<file path="src/rtl/intersection_scheduler.sv">
// Two-way intersection sequencer: arbitrates NS/EW greens and a pedestrian walk
// phase from latched calls, with min/max green, yellow and all-red clearance.
module intersection_scheduler #(
  parameter int GREEN_MIN = 4,
  parameter int GREEN_MAX = 10,
  parameter int YELLOW_T  = 2,
  parameter int ALLRED_T  = 1,
  parameter int WALK_T    = 5,
  parameter int TW        = 8
) (
  input  logic       clk,
  input  logic       reset,
  input  logic       car_ns,
  input  logic       car_ew,
  input  logic       ped_req,
  output logic [1:0] ns_color,
  output logic [1:0] ew_color,
  output logic       walk,
  output logic       ped_ack,
  output logic [2:0] phase
);

  typedef enum logic [2:0] {
    S_AR_NS = 3'd0,
    S_NS_G  = 3'd1,
    S_NS_Y  = 3'd2,
    S_AR_EW = 3'd3,
    S_EW_G  = 3'd4,
    S_EW_Y  = 3'd5,
    S_WALK  = 3'd6
  } state_e;

  typedef enum logic [1:0] {
    C_RED = 2'b00,
    C_YEL = 2'b01,
    C_GRN = 2'b10
  } color_e;

  typedef enum logic {
    DIR_NS = 1'b0,
    DIR_EW = 1'b1
  } dir_e;

  // Terminal timer values: a phase of length N ends when the timer reads N-1.
  localparam logic [TW-1:0] ALLRED_END = TW'(ALLRED_T - 1);
  localparam logic [TW-1:0] YELLOW_END = TW'(YELLOW_T - 1);
  localparam logic [TW-1:0] WALK_END   = TW'(WALK_T - 1);
  localparam logic [TW-1:0] GMIN_END   = TW'(GREEN_MIN - 1);
  localparam logic [TW-1:0] GMAX_END   = TW'(GREEN_MAX - 1);
  localparam logic [TW-1:0] TIMER_SAT  = '1;

  state_e        state;
  state_e        next_state;
  logic [TW-1:0] timer;
  logic          call_ns;
  logic          call_ew;
  logic          ped_pend;
  dir_e          last_dir;
  logic          entering;

  function automatic color_e head_color(state_e s, state_e green_s, state_e yellow_s);
    if (s == green_s)       return C_GRN;
    else if (s == yellow_s) return C_YEL;
    else                    return C_RED;
  endfunction

  // NOTE: every signal written in always_comb gets a default first, so no path
  // leaves it unassigned and no latch is inferred.
  always_comb begin
    next_state = state;
    unique case (state)
      S_AR_NS: if (timer == ALLRED_END) next_state = S_NS_G;
      S_NS_G: begin
        if (timer >= GMIN_END && (call_ew || ped_pend) &&
            (!car_ns || timer >= GMAX_END))
          next_state = S_NS_Y;
      end
      S_NS_Y:  if (timer == YELLOW_END) next_state = ped_pend ? S_WALK : S_AR_EW;
      S_AR_EW: if (timer == ALLRED_END) next_state = S_EW_G;
      S_EW_G: begin
        if (timer >= GMIN_END && (call_ns || ped_pend) &&
            (!car_ew || timer >= GMAX_END))
          next_state = S_EW_Y;
      end
      S_EW_Y:  if (timer == YELLOW_END) next_state = ped_pend ? S_WALK : S_AR_NS;
      S_WALK: begin
        // Serve the direction that did not just clear through yellow.
        if (timer == WALK_END) next_state = (last_dir == DIR_NS) ? S_AR_EW : S_AR_NS;
      end
      default: next_state = S_AR_NS;
    endcase
  end

  assign entering = (next_state != state);

  // NOTE: sequential state uses non-blocking assignments so every register
  // samples the pre-edge values regardless of statement order.
  always_ff @(posedge clk or posedge reset) begin
    if (reset) begin
      state    <= S_AR_NS;
      timer    <= '0;
      call_ns  <= 1'b0;
      call_ew  <= 1'b0;
      ped_pend <= 1'b0;
      last_dir <= DIR_EW;
      ns_color <= C_RED;
      ew_color <= C_RED;
      walk     <= 1'b0;
      ped_ack  <= 1'b0;
      phase    <= S_AR_NS;
    end else begin
      state <= next_state;

      if (entering)                timer <= '0;
      else if (timer != TIMER_SAT) timer <= timer + TW'(1);

      // Entry into the served green wins over a same-cycle detector hit.
      if (entering && next_state == S_NS_G)  call_ns <= 1'b0;
      else if (car_ns && state != S_NS_G)    call_ns <= 1'b1;

      if (entering && next_state == S_EW_G)  call_ew <= 1'b0;
      else if (car_ew && state != S_EW_G)    call_ew <= 1'b1;

      if (entering && next_state == S_WALK)  ped_pend <= 1'b0;
      else if (ped_req)                      ped_pend <= 1'b1;

      if (entering && state == S_NS_Y)       last_dir <= DIR_NS;
      else if (entering && state == S_EW_Y)  last_dir <= DIR_EW;

      // Outputs are registered decodes of the state being entered.
      ns_color <= head_color(next_state, S_NS_G, S_NS_Y);
      ew_color <= head_color(next_state, S_EW_G, S_EW_Y);
      walk     <= (next_state == S_WALK);
      ped_ack  <= entering && (next_state == S_WALK);
      phase    <= next_state;
    end
  end

  a_no_conflict: assert property (@(posedge clk) disable iff (reset)
    !(ns_color != C_RED && ew_color != C_RED));

  a_walk_all_red: assert property (@(posedge clk) disable iff (reset)
    !(walk && (ns_color != C_RED || ew_color != C_RED)));

endmodule
</file>
<file path="config.mk">
export PLATFORM = sky130hd
export DESIGN_NAME = intersection_scheduler
export DESIGN_NICKNAME = d
export VERILOG_FILES = /design/src/rtl/intersection_scheduler.sv
export SDC_FILE = /design/constraint.sdc
export NUM_CORES = 1
export LEC_CHECK = 0
export CELL_PAD_IN_SITES_DETAIL_PLACEMENT = 1
export CELL_PAD_IN_SITES_GLOBAL_PLACEMENT = 1
export CORE_ASPECT_RATIO = 0.6
export CORE_MARGIN = 4
export CORE_UTILIZATION = 43
export DETAILED_ROUTE_END_ITERATION = 7
export PLACE_DENSITY = 0.75
export SLEW_MARGIN = 0
export SYNTH_ARGS = -nofsm -noshare
export SYNTH_HDL_FRONTEND = slang
export SYNTH_SLANG_ARGS = --single-unit
</file>
<file path="constraint.sdc">
create_clock -name clk -period 2.7 [get_ports clk]
set_clock_uncertainty 0.15 [all_clocks]
set_input_delay 0.54 -clock clk [delete_from_list [all_inputs] [get_ports clk]]
set_output_delay 0.54 -clock clk [all_outputs]
set_load 0.02 [all_outputs]
</file>
# [Yosys cells after proc, flatten, opt, wreduce, memory -nomap -nowiden]
# Cells that the tools add are included.
[totals] register_bits=21 latchBits=0 mem_bits_rw=0 mem_bits_ro=0 in_bits=5 out_inout_bits=9 n_memories=0
[classes] add_sub_neg=1 multipliers=0 div_mod_pow=0 n_lt_le_gt_ge=2 n_eq_ne=17 shift=0 n_mux=25 bitwise=0 reduce_logical=24
[ops] op="two-way mux 3 bit" count=9
[ops] op="case mux 3 bit (7 select lines)" count=1
[ops] op="== test 3 bit, second input constant" count=6
[ops] op="two-way mux 8 bit" count=2
[ops] op="logical AND 1 bit" count=11
[ops] op="two-way mux 1 bit" count=10
[ops] op="nonzero test 2 bit" count=5
[ops] op="== test 3 x 2 -> 1 bit, second input constant" count=3
[ops] op="adder 8 x 1 -> 8 bit, second input constant" count=1
[ops] op="== test 8 x 1 -> 1 bit, second input constant" count=1
[ops] op="== test 8 x 3 -> 1 bit, second input constant" count=1
[ops] op="greater-or-equal comparator 8 x 2 -> 1 bit, second input constant" count=1
[ops] op="greater-or-equal comparator 8 x 4 -> 1 bit, second input constant" count=1
[ops] op="logical NOT 8 bit" count=1
[ops] op="!= test 8 bit, second input constant" count=1
[ops] op="== test 3 x 1 -> 1 bit, second input constant" count=2
[ops] op="two-way mux 2 bit" count=3
[ops] op="logical OR 1 bit" count=4
[ops] op="logical NOT 3 bit" count=1
[ops] op="!= test 3 x 1 -> 1 bit, second input constant" count=1
[ops] op="!= test 3 bit" count=1
[ops] op="!= test 3 bit, second input constant" count=1
[ops] op="logical NOT 1 bit" count=2

# [Depth between registers and ports, before layout]
# Gate-level depths: netlist of the first run.
[depth] ltp_word=9 depth_mapped=8 ltp_nobuf=7

# [Worst setup path after synthesis of the first run]
# No wires, ideal clock.
[synth_timing] path_type="register to register" from="register timer[5]" to="register ped_pend" arrival_time_ns=2.067 setup_slack_ns=0.420 stages_incl_launch_ff=7 n_path_buf=1 path_cell_list="dfrtp_1 > or4_4 > or4_4 > o221ai_2 > and2_1 > buf_6 > o32a_2"
[synth_between] elab_chain_len=8 elab_cells_between_ends=24
[synth_lines] element="start: declaration" line="54" rtl="logic [TW-1:0] timer;"
[synth_lines] element="start signal: assignment" line="115" rtl="else if (timer != TIMER_SAT) timer <= timer + TW'(1);"
[synth_lines] element="greater-or-equal comparator 8 x 2 -> 1 bit or greater-or-equal comparator 8 x 4 -> 1 bit (tied branches)"
[synth_lines] element="logical AND 1 bit (tied with other cells)" line="81" rtl="if (timer >= GMIN_END && (call_ns || ped_pend) &&"
[synth_lines] element="logical AND 1 bit (on tied branches)" line="81, 74"
[synth_lines] element="two-way mux 3 bit (on tied branches)" line="81, 74"
[synth_lines] element="case mux 3 bit (7 select lines) *" line="71" rtl="unique case (state)"
[synth_lines] element="!= test 3 bit or == test 3 bit (tied branches)" line="94, 124"
[synth_lines] element="logical AND 1 bit *" line="124" rtl="if (entering && next_state == S_WALK) ped_pend <= 1'b0;"
[synth_lines] element="two-way mux 1 bit or nonzero test 2 bit (tied branches)"
[synth_lines] element="end signal: assignment" line="104" rtl="ped_pend <= 1'b0;"
[synth_lines] element="end signal: assignment" line="124"
[synth_lines] element="end signal: assignment" line="125" rtl="else if (ped_req) ped_pend <= 1'b1;"
[synth_lines] element="end: declaration" line="57" rtl="logic ped_pend;"
# Mark *: on every way between the ends. The rest lies on a longest branch, timed or not.
# A chain may end at the register's enable or synchronous reset.

# [Worst setup path in the final report of the first run]
[layout_timing] from="register timer[1]" to="register ped_pend"
# The elaborated chain is that of the path after synthesis.

==> impl_metrics.tcl, run 1 <==
set metrics [dict create \
    status "complete, no violations" \
    worstPathArrival_ns 2.54 \
    slew_headroom 0.6488 \
    rsz0062_at_grt "no" \
    viasPerCell 6.126 \
    nets 174 \
    antenna_left 0 \
    synth_top_area_frac 0.3680 \
    drive_above_1_share 0.1333 \
    clk_pin_slew_worst_paths_ns 0.08 \
    yosys.area.top_type "dfrtp_1" \
    clockRootBuffer "clkbuf_8" \
    p_per_area_nw_per_um2 1096 \
    comb_power_share 0.563 \
    synth-seq-cells 21 \
    drt_wl_total_mm 3.998 \
    hold_viol 0 \
    portBuffers 13 \
    drt_iter0_markers 127 \
    seq_area_frac_synth 0.3873 \
    synthFlopType "dfrtp_1" \
    muxShareOfSynthArea 0.02300 \
    top_usage_layer "met1" \
    firstDrtPassIters 4 \
    fp.dieW_um 80.61 \
    worstSetupPathType "reg -> reg" \
    maxCapViolCount 0 \
    slowest_stage "dfrtp_1" \
    globalRouteMet3Util 0.03979 \
    switchingPower_w 0.0008432 \
    cts_hold_repair.buffers 0 \
    synth-edff-count 0 \
    cp-end-kind "register" \
    layout_commonest_cell "dfrtp_1" \
    cp.required_ns 2.71 \
    cts_buffers 3 \
    grt_pass1_vias 1247 \
    swShare 0.4754 \
    grt_use_met2 0.2967 \
    wl_per_cell_um 19.31 \
    area_growth_pct 18.95 \
    crit_chain "inv_1 > ha_1 > nor3b_1 > nand2_1 > o21ai_0 > nor2_1 > o32a_2" \
    cp_top_family "simple AND/OR/NAND/NOR gates" \
    rows 15 \
    syn_avg_cell_area_um2 9.315 \
    setup_violations 0 \
    min_period_ns 2.526 \
    yosys.area_share.adder 0.02760 \
    internal-power_w 0.0009306 \
    grt_first_pass_wirelength_mm 6.582 \
    hpwl_mm 3.006 \
    syn_nets 154 \
    die_h_um 51.57 \
    peakVddDrop_uv 491.6 \
    grt-ovfl-total 0 \
    synth_cell_type_count 48 \
    route.detailed.drc 0 \
    yosys.area_share.simple 0.2925 \
    num_vias 1268 \
    grt_max_degree 22 \
    synth_top_family_by_area "simple AND/OR/NAND/NOR gates" \
    leakagePower_nw 0.6822 \
    cp-start-kind "register" \
    crit_fanout 7 \
    io_pins 14 \
    fin_crit_sh 0.9357 \
    seq_power_share 0.313 \
    max_freq_ghz 0.3958 \
    synthTopCellsByArea "dfrtp_1, nor3_1, ha_1, inv_1, a21oi_1" \
    postSynthCellCount 146 \
    antenna_cells 0 \
    yosysWarningCount 0 \
    postCtsSetupRepairBufs 0 \
    coreArea_um2 2947 \
    die_area_um2 4156 \
    clock_sinks 21 \
    htreeDepth 1 \
    clkLatencyLatePin_ns 0.27 \
    tns_ns 0 \
    worst-path-buf-inv 1 \
    cts.path.max_buffers 2 \
    syn_area_um2 1360 \
    grtUsageTotal 0.2118 \
    mostFrequentLayoutCells "dfrtp_1, clkdlybuf4s50_1, inv_1, nand2_1" \
    max_stage_delay_ns 0.41 \
    use_met1 0.3312 \
    async_flop_share 1.000 \
    cts_resized 0 \
    clkPwrFrac 0.123 \
    antenna_found_initial 0 \
    cts_tree "done" \
    synth_xor_area_frac 0.02576 \
    whs_ns 0.3585 \
    worst_pin_slew_ns 0.5223 \
    initial_core_util 0.4616 \
    maxSlewViolCount 0 \
    hold_path_class "reg -> reg" \
    synth-compound-area-share 0.1960 \
    place_congestion 0.8734 \
]
-- kinds of logic (layout without fill, tap and decap cells) --
group / count (synthesis) / after routing
simple gates: 64 / 64
compound gates: 36 / 36
flops: 21 / 21
buf+inv: 15 / 34
xor+xnor: 4 / 4
fa+ha+maj: 3 / 3
mux: 3 / 3
-- power groups by stage --
stage | sequential [W] | combinational, W | clock, W
finish | 0.000555 | 0.000999 | 0.000219
global route | 0.000569 | 0.00109 | 0.000234
CTS | 0.000554 | 0.000982 | 0.000222
detailed placement | 0.000558 | 0.000971 | 0
global placement | 0.000547 | 0.000932 | 0
floorplan | 0.000555 | 0.000649 | 0
-- through the flow --
stage          power [W]    util  instances  setup WS [ns]  area, um^2
6_report        0.001774  0.5490        207         0.1737        1618
2_1_floorplan   0.001204       -        146         0.4200        1360
3_5_place_dp    0.001529  0.5321        203         0.1828        1568
3_3_place_gp    0.001479  0.5321        203         0.2451        1568
5_1_grt         0.001892  0.5490        207        0.01618        1618
4_1_cts         0.001758  0.5473        207         0.1979        1613
-- Yosys cell counts (2+ instances only) --
| cell | number |
|---|---|
| mux2i_1 | 2 |
| nor3b_1 | 4 |
| o21bai_1 | 3 |
| clkbuf_1 | 3 |
| nor4bb_1 | 2 |
| and3_1 | 3 |
| dfrtp_1 | 20 |
| o211a_1 | 2 |
| a31oi_1 | 2 |
| xnor2_1 | 4 |
| nand4_1 | 2 |
| nand2_1 | 9 |
| or4_4 | 2 |
| nor2b_1 | 3 |
| o211ai_1 | 3 |
| ha_1 | 3 |
| nor2_1 | 8 |
| nand3_1 | 4 |
| nor4_1 | 4 |
| nand2b_1 | 5 |
| nor4b_1 | 3 |
| and2_1 | 2 |
| inv_1 | 10 |
| nor3_1 | 8 |
| o21ai_0 | 5 |
| a21oi_1 | 7 |
| o31ai_1 | 2 |
-- registers in the layout, summed over array words and instances (netlist names) --
signal	count
ew_color	2
ns_color	2
last_dir	1
walk	1
timer	8
ped_ack	1
call_ew	1
ped_pend	1
state	3
call_ns	1
-- final cells by class --
type,count,area [um^2]
well taps,42,52.55
multi-input cells,110,773.2
flip-flops and latches,21,526.8
clock buffers,4,45.04
inverters,10,37.54
repair buffers,20,182.7
fillers,360,1329
-- routing by layer --
metal / vias up / routed length, um
li1: 581 / -
met3: 5 / 256
met2: 41 / 1681
met1: 641 / 2028
met5: - / 0
met4: 0 / 32
-- path summary, 6_finish.rpt --
check	startpoint	end	slack, ns	depth (start not counted)
min reg2reg	call_ew	call_ew	0.36	1
min	call_ew	call_ew	0.36	1
min in group asynchronous	reset	timer[0]	0.46	3
max reg2reg	timer[1]	ped_pend	0.17	7
max	timer[1]	ped_pend	0.17	7
max in group asynchronous	reset	last_dir	1.66	3
No activity file was read; power rests on OpenSTA's default activity.
==> run 2: changes to the inputs <==
--- a/config.mk
+++ b/config.mk
@@ -11,6 +11,7 @@
 export CORE_MARGIN = 4
 export CORE_UTILIZATION = 43
 export DETAILED_ROUTE_END_ITERATION = 7
+export GPL_ROUTABILITY_DRIVEN = 0
 export PLACE_DENSITY = 0.75
 export SLEW_MARGIN = 0
 export SYNTH_ARGS = -nofsm -noshare
==> results of run 2 <==
Same layout as run 1: the final DEF is identical, and so are final timing and power.
